**src/rtl/ram_read_responder_pkg.sv**
```systemverilog
// ram_read_responder_pkg: shared defaults and FSM state encoding for the window read responder
package ram_read_responder_pkg;
   localparam int DEF_NUM_PORTS = 9;
   localparam int DEF_ADDR_W    = 12;
   localparam int DEF_DATA_W    = 16;
   localparam int DEF_READ_LAT  = 1;
   typedef enum logic [1:0] {IDLE, ISSUE, DRAIN, DONE} stateT;
endpackage

```
**src/rtl/ram_read_responder_read_tag_pipe.sv**
```systemverilog
// read_tag_pipe: READ_LAT-deep shift register carrying {valid, lane index} beside each RAM read
module read_tag_pipe #(
   parameter int DEPTH = 1,
   parameter int TAG_W = 4
) (
   input  logic             i_clk,
   input  logic             i_reset,
   input  logic             i_valid,
   input  logic [TAG_W-1:0] i_tag,
   output logic             o_valid,
   output logic [TAG_W-1:0] o_tag
);
   logic [DEPTH-1:0] vld;
   logic [TAG_W-1:0] tag [DEPTH];
   always_ff @(posedge i_clk or negedge i_reset)
      if (!i_reset) begin
         vld <= '0;
         for (int i = 0; i < DEPTH; i++) tag[i] <= '0;
      end else begin
         vld[0] <= i_valid;
         tag[0] <= i_tag;
         for (int i = 1; i < DEPTH; i++) begin
            vld[i] <= vld[i-1];
            tag[i] <= tag[i-1];
         end
      end
   assign o_valid = vld[DEPTH-1];
   assign o_tag   = tag[DEPTH-1];
endmodule

```
**src/rtl/ram_read_responder.sv**
```systemverilog
// ram_read_responder: serialises a window of packed read addresses onto one RAM and returns all words at once
module ram_read_responder
   import ram_read_responder_pkg::*;
#(
   parameter int NUM_PORTS = DEF_NUM_PORTS,
   parameter int ADDR_W    = DEF_ADDR_W,
   parameter int DATA_W    = DEF_DATA_W,
   parameter int READ_LAT  = DEF_READ_LAT
) (
   input  logic                        i_clk,
   input  logic                        i_reset,
   input  logic                        i_start,
   input  logic                        i_mask,
   input  logic [NUM_PORTS*ADDR_W-1:0] i_addrRead,
   output logic [ADDR_W-1:0]           o_memAddr,
   output logic                        o_memRe,
   input  logic [DATA_W-1:0]           i_memData,
   output logic [NUM_PORTS*DATA_W-1:0] o_data,
   output logic                        o_validRam,
   output logic                        o_busy
);
   localparam int CNT_W = $clog2(NUM_PORTS);
   localparam logic [CNT_W-1:0] LAST = CNT_W'(NUM_PORTS - 1);
   stateT state, stateNext;
   logic [CNT_W-1:0] counter, tagIdx;
   logic tagValid;
   logic [NUM_PORTS*ADDR_W-1:0] addrLatch;
   read_tag_pipe #(.DEPTH(READ_LAT), .TAG_W(CNT_W)) u_tagPipe (
      .i_clk   (i_clk),
      .i_reset (i_reset),
      .i_valid (o_memRe),
      .i_tag   (counter),
      .o_valid (tagValid),
      .o_tag   (tagIdx)
   );
   always_ff @(posedge i_clk or negedge i_reset)
      if (!i_reset) begin
         state     <= IDLE;
         counter   <= '0;
         addrLatch <= '0;
         o_data    <= '0;
      end else begin
         state <= stateNext;
         if (state == IDLE && i_start) begin
            counter <= '0;
            if (i_mask) addrLatch <= i_addrRead;
            else o_data <= '0;
         end
         if (state == ISSUE) counter <= (counter == LAST) ? '0 : counter + 1'b1;
         // returning words land in their own lane; the rest hold their last value
         if (tagValid) o_data[tagIdx*DATA_W +: DATA_W] <= i_memData;
      end
   always_comb begin
      stateNext  = state;
      o_memRe    = 1'b0;
      o_memAddr  = '0;
      o_validRam = 1'b0;
      case (state)
         IDLE:  if (i_start) stateNext = i_mask ? ISSUE : DONE;
         ISSUE: begin
            o_memRe   = 1'b1;
            o_memAddr = addrLatch[counter*ADDR_W +: ADDR_W];
            if (counter == LAST) stateNext = DRAIN;
         end
         DRAIN: if (tagValid && tagIdx == LAST) stateNext = DONE;
         DONE: begin
            o_validRam = 1'b1;
            stateNext  = IDLE;
         end
         default: stateNext = IDLE;
      endcase
   end
   assign o_busy = state != IDLE;
endmodule

```
**config.mk**
```make
export PLATFORM = sky130hd
export DESIGN_NAME = ram_read_responder
export DESIGN_NICKNAME = d
export VERILOG_FILES = /design/src/rtl/ram_read_responder_pkg.sv /design/src/rtl/ram_read_responder_read_tag_pipe.sv /design/src/rtl/ram_read_responder.sv
export SDC_FILE = /design/constraint.sdc
export NUM_CORES = 1
export LEC_CHECK = 0
export CORE_MARGIN = 2
export CORE_UTILIZATION = 49
export CTS_CLUSTER_DIAMETER = 100
export DETAILED_ROUTE_END_ITERATION = 10
export PLACE_DENSITY = 0.89
export SLEW_MARGIN = 30
export SYNTH_ARGS = -nofsm -noshare
export SYNTH_HDL_FRONTEND = slang
export SYNTH_SLANG_ARGS = --single-unit
```
**constraint.sdc**
```tcl
create_clock -name i_clk -period 4.4 [get_ports i_clk]
set_clock_uncertainty 0.2 [all_clocks]
set_input_delay 0.66 -clock i_clk [delete_from_list [all_inputs] [get_ports i_clk]]
set_output_delay 0.66 -clock i_clk [all_outputs]
set_load 0.01 [all_outputs]
```
# --- Yosys cells after proc, flatten, opt, wreduce, memory -nomap -nowiden ---
# Index checks and enable logic that the tools add are counted.
word_totals:
  ff_bits: 263
  latch_bits: 0
  ram_bits: 0
  rom_bits: 0
  input_bits: 128
  out_inout_bits: 159
  elab_cells: 42
  memories: 0
op_classes:
  n_addsub: 2
  multipliers: 1
  n_div: 0
  order_cmp: 0
  n_eq_ne: 8
  shifts: 3
  mux: 15
  bitwise_logic: 0
  n_reduce_logical: 7
ops:
  columns: ["operator", "n"]
  rows:
  - ["144-bit 2-to-1 mux", 3]
  - ["144-bit bitwise mux", 1]
  - ["16-bit by 34-bit variable shift with 144-bit output (first input constant)", 1]
  - ["16-bit by 34-bit indexed part select with 144-bit output", 1]
  - ["108-bit by 9-bit indexed part select with 12-bit output", 1]
  - ["8-bit negator with 34-bit output", 1]
  - ["12-bit 2-to-1 mux", 1]
  - ["4-bit 2-to-1 mux", 3]
  - ["4-bit equality test (second input constant)", 2]
  - ["2-bit 2-to-1 mux", 4]
  - ["2-bit case mux with 4 select lines", 1]
  - ["4-bit by 2-bit multiplier with 6-bit output (second input constant)", 1]
  - ["4-bit by 1-bit adder with 4-bit output (second input constant)", 1]
  - ["2-bit equality test (second input constant)", 2]
  - ["2-bit != test (second input constant)", 2]
  - ["2-bit nonzero test", 2]
  - ["3-bit AND reduction", 1]
  - ["2-bit by 1-bit equality test with 1-bit output (second input constant)", 1]
  - ["1-bit logical AND", 2]
  - ["2-bit logical NOT", 1]
  - ["1-bit 2-to-1 mux", 2]
  - ["2-bit by 1-bit != test with 1-bit output (second input constant)", 1]
  - ["2-bit AND reduction", 1]

# --- Longest topological paths before layout ---
# Gate-level depths: netlist (run 1).
logic_depth:
  word_depth: 5
  ltp_mapped: 9
  depth_no_buf: 6

# --- Cells and area by module ---
# A second synthesis (run 1) with hierarchy kept.
unflattened:
  hier_cells: 977
  area_unflattened_um2: 11621.1
modules_own_cells:
  columns: ["mod", "n_inst", "cells_each", "area_per_inst_um2", "seq_area_each_um2"]
  rows:
  - ["ram_read_responder", 1, 972, 11496.0, 6456.2]
  - ["read_tag_pipe", 1, 5, 125.1, 125.1]

# --- Least setup slack after synthesis (run 1) ---
# OpenSTA, ideal clock, no wires.
synth_timing:
  kind: "reg2out"
  startpoint: "reg counter[0]"
  endpoint: "out o_memAddr[10]"
  arrival_ns: 1.749
  t_required_ns: 3.540
  path_slack_ns: 1.791
  stages_incl_launch_ff: 7
  path_buffers: 3
  path_cell_list: "dfrtp_1 -> buf_2 -> buf_2 -> nor4b_1 -> buf_2 -> nand2_1 -> a21boi_0"
synth_via:
  elab_chain_cells: 3
synth_rtl:
  columns: ["element", "line_no", "source"]
  rows:
  - ["start: declaration", "ram_read_responder.sv:25", "logic [CNT_W-1:0] counter, tagIdx;"]
  - ["start signal: assignment", "ram_read_responder.sv:49", "if (state == ISSUE) counter <= (counter == LAST) ? '0 : counter + 1'b1;"]
  - ["4-bit by 2-bit multiplier with 6-bit output", "ram_read_responder.sv:62", "o_memAddr = addrLatch[counter*ADDR_W +: ADDR_W];"]
  - ["108-bit by 9-bit indexed part select with 12-bit output", "ram_read_responder.sv:62", null]
  - ["12-bit 2-to-1 mux", "ram_read_responder.sv:58", "case (state)"]
  - ["end: declaration", "ram_read_responder.sv:15", "output logic [ADDR_W-1:0] o_memAddr,"]
# No other way between the ends.

# --- Worst setup path after layout (run 1) ---
layout_timing:
  startpoint: "reg counter[1]"
  endpoint: "out o_memAddr[3]"
# Same word-level chain as after synthesis.

==> impl_summary.txt, run 1 <==
----------------------------------------------------
[Status]
  Result of the run ... complete, no violations

[Critical path]
  Critical Path RT ... 3.54 ns
  Critical Path Start Type ... flop
  Chain of cells forming the critical path ... and2_0 > a221oi_1 > o21ai_0 > a21boi_0 > clkdlybuf4s50_1
  Crit-path slowest cell ... sky130_fd_sc_hd__a221oi_1
  Reg2Reg Depth ... 6
  Worst setup path category ... flop to output port
  Arrival time of data at the critical path endpoint ... 3.21 ns
  CP Buf/Inv Count ... 1
  Critical path depth ... 5
  Stage delay of the slowest cell on the critical path ... 0.71 ns
  Worst-path maximum fanout ... 14
  Nature of the critical path endpoint ... output port
  Gate family responsible for the most delay along the worst path ... compound AO/OA/AOI/OAI gates

[Placed design]
  Number of cells after detailed placement ... 1,535
  Port buffer count ... 286
  Half-perimeter wire length after detailed placement ... 23.5 mm
  Routability Congestion ... 0.861
  Placement Cell Area ... 14,800 µm²

[Final layout]
  Fillers ... 1,654
  ANT cells ... 0
  Fraction of layout instances using a drive strength above 1 ... 0.157
  Number of non-filler instances in the completed layout ... 1,588
  Post-route cell area ... 15,700 µm²
  Leading cell type in the layout, fill and taps excluded ... sky130_fd_sc_hd__clkdlybuf4s50_1
  Area growth, synth to finish ... 35.4%
  Most frequent cells in the layout ... 285 x sky130_fd_sc_hd__clkdlybuf4s50_1, 262 x sky130_fd_sc_hd__dfrtp_1, 194 x sky130_fd_sc_hd__nand2_1
  Nets@finish ... 1,384

[Logic synthesis]
  Area share of xor/xnor cells in the synthesized design ... 0.00151
  Total standard cell area after synthesis ... 11,600 µm²
  Ys async rst share ... 1.00
  Syn. warnings ... 0
  Nets in the synthesized netlist ... 1,114
  Dominant combinational cell family by area after synthesis ... multiplexers
  Flip-flop and latch count after synthesis ... 263
  Fraction of the mapped netlist area in adder cells ... 0.00969
  Post-Synthesis Mean Instance Area ... 11.9 µm²
  Gate Count Post-Synth ... 977
  Multiplexer area fraction after synthesis ... 0.221
  Number of flops mapped to enable cells by yosys ... 0
  Seq/Total Area, Yosys ... 0.566
  Predominant post-synthesis flop cell ... sky130_fd_sc_hd__dfrtp_1
  Compound-Gate Fraction of Synth Area ... 0.0648
  Synth cell types ... 44
  Basic-gate share of the synthesized area counting and, or, nand and nor cells ... 0.103

[Floorplan]
  Total I/O pin count ... 287
  Number of rows in the core area ... 56
  Die Y ... 158 µm
  Core region area ... 23,400 µm²
  Horizontal extent of the die ... 158 µm
  Total die area ... 25,000 µm²
  Effective utilization at floorplan ... 0.497

[STA]
  Portion of the clock cycle consumed by the worst path in the final layout ... 0.924
  Relative max-transition margin ... 0.444
  Clock period minus final worst setup slack ... 4.07 ns
  Maximum clock frequency ... 246 MHz
  Final hold violations ... 0
  Sum of negative setup slack ... 0 ns
  Unrepaired setup endpoints after global routing ... no
  Number of pins exceeding their max-slew limit in the final report ... 0
  # setup viols final ... 0
  Transition time of the tightest slew-check pin ... 0.833 ns

[Power and ir drop]
  Net Switching ... 3.33 mW
  Power Density ... 628 nW/µm²
  Clock power frac ... 0.238
  Combinational share of power ... 0.363
  Cell-internal power ... 6.55 mW
  Switching share of power ... 0.337
  Maximum resistive drop on vdd ... 0.428 mV
  Leak ... 7.02 nW
  Sequential fraction of design power ... 0.399

[Min path]
  Cells on Worst Hold Path ... 2
  Type of the worst min-delay path ... flop to flop

[CTS]
  Clock tree from TritonCTS ... done
  Total clock buffers created by CTS ... 28
  Worst skew pair latency ... 0.53 ns
  Count of H-tree levels built during CTS ... 1
  Clk root buf ... sky130_fd_sc_hd__clkbuf_16
  Clk sink count ... 263
  Clock transition at the registers of the reported paths ... 0.06 ns
  Longest Clk Path Bufs ... 3

[Routing]
  DRC Markers ... 0
  DR iter-0 viols ... 637
  Routed length per instance ... 21.3 µm
  Total wirelength of the detailed-routed design ... 33.8 mm
  Detailed-route via count ... 8,781
  Vias/cell ... 5.53
  TritonRoute pass-1 iters ... 6
  Remaining antenna violation count after routing ... 0

[Flow run]
  Max-cap violations ... 0

[Global route]
  Sum of overflow across all layers after global routing ... 0
  Total track usage ... 0.271
  Number of antenna violations at the first check in global routing ... 0
  Global-route wire length before repair ... 51.6 mm
  Vias in the first global route ... 9,070
  Pin count of the biggest net entering global routing ... 102

----------------------------------------------------
==> power groups by stage <==
stage | clock [mW] | combinational (mW) | sequential, mW
after floorplan | 0 | 2.02 | 3.80
after global placement | 0 | 3.41 | 3.92
after detailed placement | 0 | 3.55 | 3.96
after CTS | 2.38 | 3.61 | 3.94
after global routing | 2.48 | 3.88 | 4.03
final | 2.35 | 3.59 | 3.94
==> cells in the mapped netlist (4+ instances only) <==
master	instances	share of area
sky130_fd_sc_hd__mux2i_1	108	0.093
sky130_fd_sc_hd__inv_1	27	0.0087
sky130_fd_sc_hd__buf_1	5	0.0016
sky130_fd_sc_hd__nor2_1	5	0.0016
sky130_fd_sc_hd__a21boi_0	12	0.0078
sky130_fd_sc_hd__o31ai_1	15	0.0097
sky130_fd_sc_hd__nand3_1	37	0.016
sky130_fd_sc_hd__dfrtp_1	263	0.57
sky130_fd_sc_hd__buf_4	4	0.0026
sky130_fd_sc_hd__buf_2	7	0.0030
sky130_fd_sc_hd__o21ai_0	64	0.028
sky130_fd_sc_hd__buf_6	4	0.0039
sky130_fd_sc_hd__nand2b_1	16	0.0086
sky130_fd_sc_hd__mux4_2	12	0.023
sky130_fd_sc_hd__ha_1	9	0.0097
sky130_fd_sc_hd__mux2_2	108	0.10
sky130_fd_sc_hd__nand2_1	194	0.063
sky130_fd_sc_hd__clkbuf_1	43	0.014
sky130_fd_sc_hd__a221oi_1	12	0.0090
==> cell type report <==
cell class | instances | area [µm²] | share of cell area
sequential | 263 | 6590 | 0.419
clock buffer | 40 | 797 | 0.0507
timing repair buffer | 303 | 3020 | 0.192
multi-input combinational | 624 | 4710 | 0.299
clock inverter | 12 | 123 | 0.00779
tap | 319 | 399 | 0.0254
inverter | 27 | 101 | 0.00644
==> metal layers <==
layer / share of wire / GRT usage / vias up
li1: - / - / 3933
met1: 0.39 / 0.340 / 4311
met2: 0.48 / 0.453 / 439
met3: 0.083 / 0.0591 / 98
met4: 0.047 / 0.121 / 0
met5: 0 / 0 / -
==> flip-flops by register name, summed over array words and instances (netlist names) <==
signal	count
addrLatch	108
counter	4
o_data	144
state	2
u_tagPipe.o_tag	4
u_tagPipe.o_valid	1
==> metrics by stage <==
stage           util  power [mW]  setup WS (ns)  hold WS, ns
2_1_floorplan      -        5.82           1.79        0.164
3_3_place_gp   0.632        7.32          0.862        0.281
3_5_place_dp   0.632        7.51          0.766        0.287
4_1_cts        0.672        9.93          0.170        0.302
5_1_grt        0.672        10.4          0.215        0.318
6_report       0.672        9.88          0.333        0.299
==> final timing paths <==
check	start	endpoint	slack [ns]
min in group asynchronous	i_reset	o_data[114]	0.52
setup reg to reg	u_tagPipe.o_tag[0]	o_data[53]	1.41
hold / removal	o_data[12]	o_data[12]	0.30
hold reg to reg	o_data[12]	o_data[12]	0.30
max in group asynchronous	i_reset	o_data[46]	2.52
setup / recovery	counter[1]	o_memAddr[3]	0.33
==> worst register-to-register path: cells and delay by family, from the launching register on <==
family / cells / cell delay, ns
AO/OA/AOI/OAI: 2 / 0.85
adder cells (fa/ha/maj): 1 / 0.31
buffers and inverters: 1 / 0.14
flip-flops: 1 / 0.62
multiplexers: 1 / 0.32
AND/OR/NAND/NOR: 1 / 0.47
==> logic make-up (layout without fill, tap and decap cells) <==
family          after synthesis  after routing
xor+xnor                      2              2
mux                         228            228
compound gates              115            115
flops                       263            263
buf+inv                      90            382
fa+ha+maj                     9              9
simple gates                270            270
==> what timing repair did <==
item,CTS,global route
setup endpoints to repair,0,1
gates resized for setup,0,1
buffers inserted,0,0
hold endpoints to repair,20,0
hold buffers,1,0
Note: power is estimated with default switching activity, not from simulation.
==> run 2: changes to the inputs <==
==> constraint.sdc (replaced) <==
create_clock -name i_clk -period 4.8 [get_ports i_clk]
set_clock_uncertainty 0.2 [all_clocks]
set_input_delay 0.72 -clock i_clk [delete_from_list [all_inputs] [get_ports i_clk]]
set_output_delay 0.72 -clock i_clk [all_outputs]
set_load 0.01 [all_outputs]
==> run 2 against run 1 <==
Effect of this change:
- wire length down 0.51%
- register-to-register slack better by 0.39 ns
- final cell count hardly changed
- critical path depth grew 1
- sequential share of layout area decreased by 0.17 points
- clock power is 4% lower
- largest power group unchanged
- hold slack better by 0.0043 ns
==> impl_summary.txt, run 2 (synthesis gave the netlist of run 1 again) <==
----------------------------------------------------
[Routing]
  Detailed-route via count ... 8,786
  Total wirelength of the detailed-routed design ... 33.6 mm
  DR iter-0 viols ... 573
  TritonRoute pass-1 iters ... 6
  Remaining antenna violation count after routing ... 0
  DRC Markers ... 0
  Routed length per instance ... 21.2 µm
  Vias/cell ... 5.54

[STA]
  Sum of negative setup slack ... 0 ns
  Number of pins exceeding their max-slew limit in the final report ... 0
  Unrepaired setup endpoints after global routing ... no
  Clock period minus final worst setup slack ... 4.34 ns
  # setup viols final ... 0
  Transition time of the tightest slew-check pin ... 0.843 ns
  Relative max-transition margin ... 0.438
  Portion of the clock cycle consumed by the worst path in the final layout ... 0.904
  Maximum clock frequency ... 231 MHz
  Final hold violations ... 0

[Power and ir drop]
  Net Switching ... 3.01 mW
  Power Density ... 578 nW/µm²
  Switching share of power ... 0.330
  Sequential fraction of design power ... 0.399
  Leak ... 7.04 nW
  Combinational share of power ... 0.354
  Maximum resistive drop on vdd ... 0.364 mV
  Cell-internal power ... 6.12 mW
  Clock power frac ... 0.247
  Overall Power ... 9.13 mW

[Floorplan]
  Total die area ... 25,000 µm²
  Total I/O pin count ... 287
  Horizontal extent of the die ... 158 µm
  Die Y ... 158 µm
  Core region area ... 23,400 µm²
  Effective utilization at floorplan ... 0.497
  Number of rows in the core area ... 56

[Critical path]
  Nature of the critical path endpoint ... output port
  Reg2Reg Depth ... 5
  Worst flop-to-flop path endpoint ... o_data[63]
  Critical Path RT ... 3.88 ns
  Stage delay of the slowest cell on the critical path ... 0.88 ns
  Worst setup slack for register-to-register paths ... 1.80 ns
  Critical Path Start Type ... flop
  Worst setup path category ... flop to output port
  Chain of cells forming the critical path ... buf_4 > mux2i_1 > a221oi_1 > o21ai_0 > a21boi_0 > clkdlybuf4s50_1
  Worst R2R Start ... u_tagPipe.o_tag[0]
  Arrival time of data at the critical path endpoint ... 3.42 ns
  Worst-path maximum fanout ... 28
  Crit-path slowest cell ... sky130_fd_sc_hd__dfrtp_2

[Final layout]
  Nets@finish ... 1,384
  Fraction of layout instances using a drive strength above 1 ... 0.157
  Most frequent cells in the layout ... 285 x sky130_fd_sc_hd__clkdlybuf4s50_1, 262 x sky130_fd_sc_hd__dfrtp_1, 194 x sky130_fd_sc_hd__nand2_1
  Fillers ... 1,682
  Leading cell type in the layout, fill and taps excluded ... sky130_fd_sc_hd__clkdlybuf4s50_1
  Leading registers by flop count ... o_data x144, addrLatch x108
  Area growth, synth to finish ... 35.9%
  Flip-flop count of the largest register after layout ... 144
  Largest reg by FF count ... o_data

[Global route]
  Peak-usage layer in the global routing report ... met2
  Total track usage ... 0.267
  Vias in the first global route ... 8,919
  Pin count of the biggest net entering global routing ... 134
  Routing usage on met1 ... 0.334
  Number of antenna violations at the first check in global routing ... 2
  Met2 Resource Use GR ... 0.447
  Sum of overflow across all layers after global routing ... 0
  Global-route wire length before repair ... 50.8 mm
  Met3 global-route usage ... 0.0657

[CTS]
  Clock transition at the registers of the reported paths ... 0.06 ns
  Post-cts repair resize count ... 0
  Count of H-tree levels built during CTS ... 1
  Longest Clk Path Bufs ... 3
  Post CTS Setup Buffer Count ... 0
  Total clock buffers created by CTS ... 28
  Worst skew pair latency ... 0.53 ns
  Clk root buf ... sky130_fd_sc_hd__clkbuf_16
  Clock tree from TritonCTS ... done
  Clk sink count ... 263

[Status]
  Result of the run ... complete, no violations

[Flow run]
  Max-cap violations ... 0

[Min path]
  Hold Path End ... o_data[141]
  Cells on Worst Hold Path ... 2
  Worst Hold Launch ... o_data[141]
  Type of the worst min-delay path ... flop to flop

[Placed design]
  Half-perimeter wire length after detailed placement ... 23.2 mm
  Port buffer count ... 286
  Routability Congestion ... 0.857

----------------------------------------------------
-- run 2: changes by cell type in the layout (fill, tap and decap cells not counted) --
cell,previous run,this run
sky130_fd_sc_hd__dfrtp_4,1,0
sky130_fd_sc_hd__buf_16,0,1
sky130_fd_sc_hd__bufinv_16,2,4
sky130_fd_sc_hd__clkbuf_1,8,6
sky130_fd_sc_hd__dfrtp_2,0,1
sky130_fd_sc_hd__inv_6,0,1
sky130_fd_sc_hd__clkbuf_8,3,4
sky130_fd_sc_hd__clkinv_4,2,1
sky130_fd_sc_hd__clkinv_2,6,3
sky130_fd_sc_hd__diode_2,0,1
sky130_fd_sc_hd__buf_12,2,1
-- run 2: routing by layer --
layer  up-vias  wire length (µm)
met3        97              3160
met5         -                12
li1       3944                 -
met4         2              1480
met2       444             16200
met1      4299             12800
-- run 2: power by group through the flow --
stage	Combinational, mW	Sequential [mW]	Clock (mW)
4_1_cts	3.24	3.64	2.29
5_1_grt	3.51	3.72	2.38
3_5_place_dp	3.19	3.67	0
2_1_floorplan	1.85	3.48	0
6_report	3.23	3.64	2.26
3_3_place_gp	3.07	3.63	0
-- run 2: what timing repair did --
action	in CTS	in global routing
endpoints found under the setup margin	0	0
hold buffers	0	1
endpoints found under the hold margin	0	42
-- run 2: layout make-up --
class	instances	area, µm²	share of cell area
clock buffer	39	803	0.0509
clock inverter	11	168	0.0106
sequential	263	6580	0.417
timing repair buffer	303	3030	0.192
antenna	1	2.50	0.000158
inverter	27	101	0.00642
multi-input combinational	624	4710	0.298
tap	319	399	0.0253
-- run 2: per-stage QoR --
stage	setup WS, ns	area [µm²]	util	std cells	hold WS (ns)
after floorplan	2.13	11600	-	977	0.175
after global placement	1.08	14800	0.631	1534	0.282
after detailed placement	1.08	14800	0.631	1534	0.293
after CTS	0.471	15700	0.673	1584	0.138
after global routing	0.223	15800	0.675	1586	0.325
final	0.463	15800	0.675	1587	0.303
-- run 2: worst max-delay path, delay by kind of cell, from the launching register on --
| kind | cells | cell delay [ns] |
|---|---|---|
| buf+inv | 2 | 1.01 |
| flops | 1 | 0.88 |
| compound gates | 3 | 0.87 |
| mux | 1 | 0.12 |
-- run 2: how the worst max path moves through the flow --
stage	from	endpoint	cells past startpoint	slack, ns
after detailed placement	counter[0]	o_memAddr[6]	6	1.08
final	counter[0]	o_memAddr[6]	6	0.46
after global routing	counter[0]	o_memAddr[6]	6	0.22
after CTS	counter[0]	o_memAddr[6]	6	0.47
after global placement	counter[0]	o_memAddr[6]	6	1.08
after floorplan	counter[0]	o_memAddr[10]	6	2.13
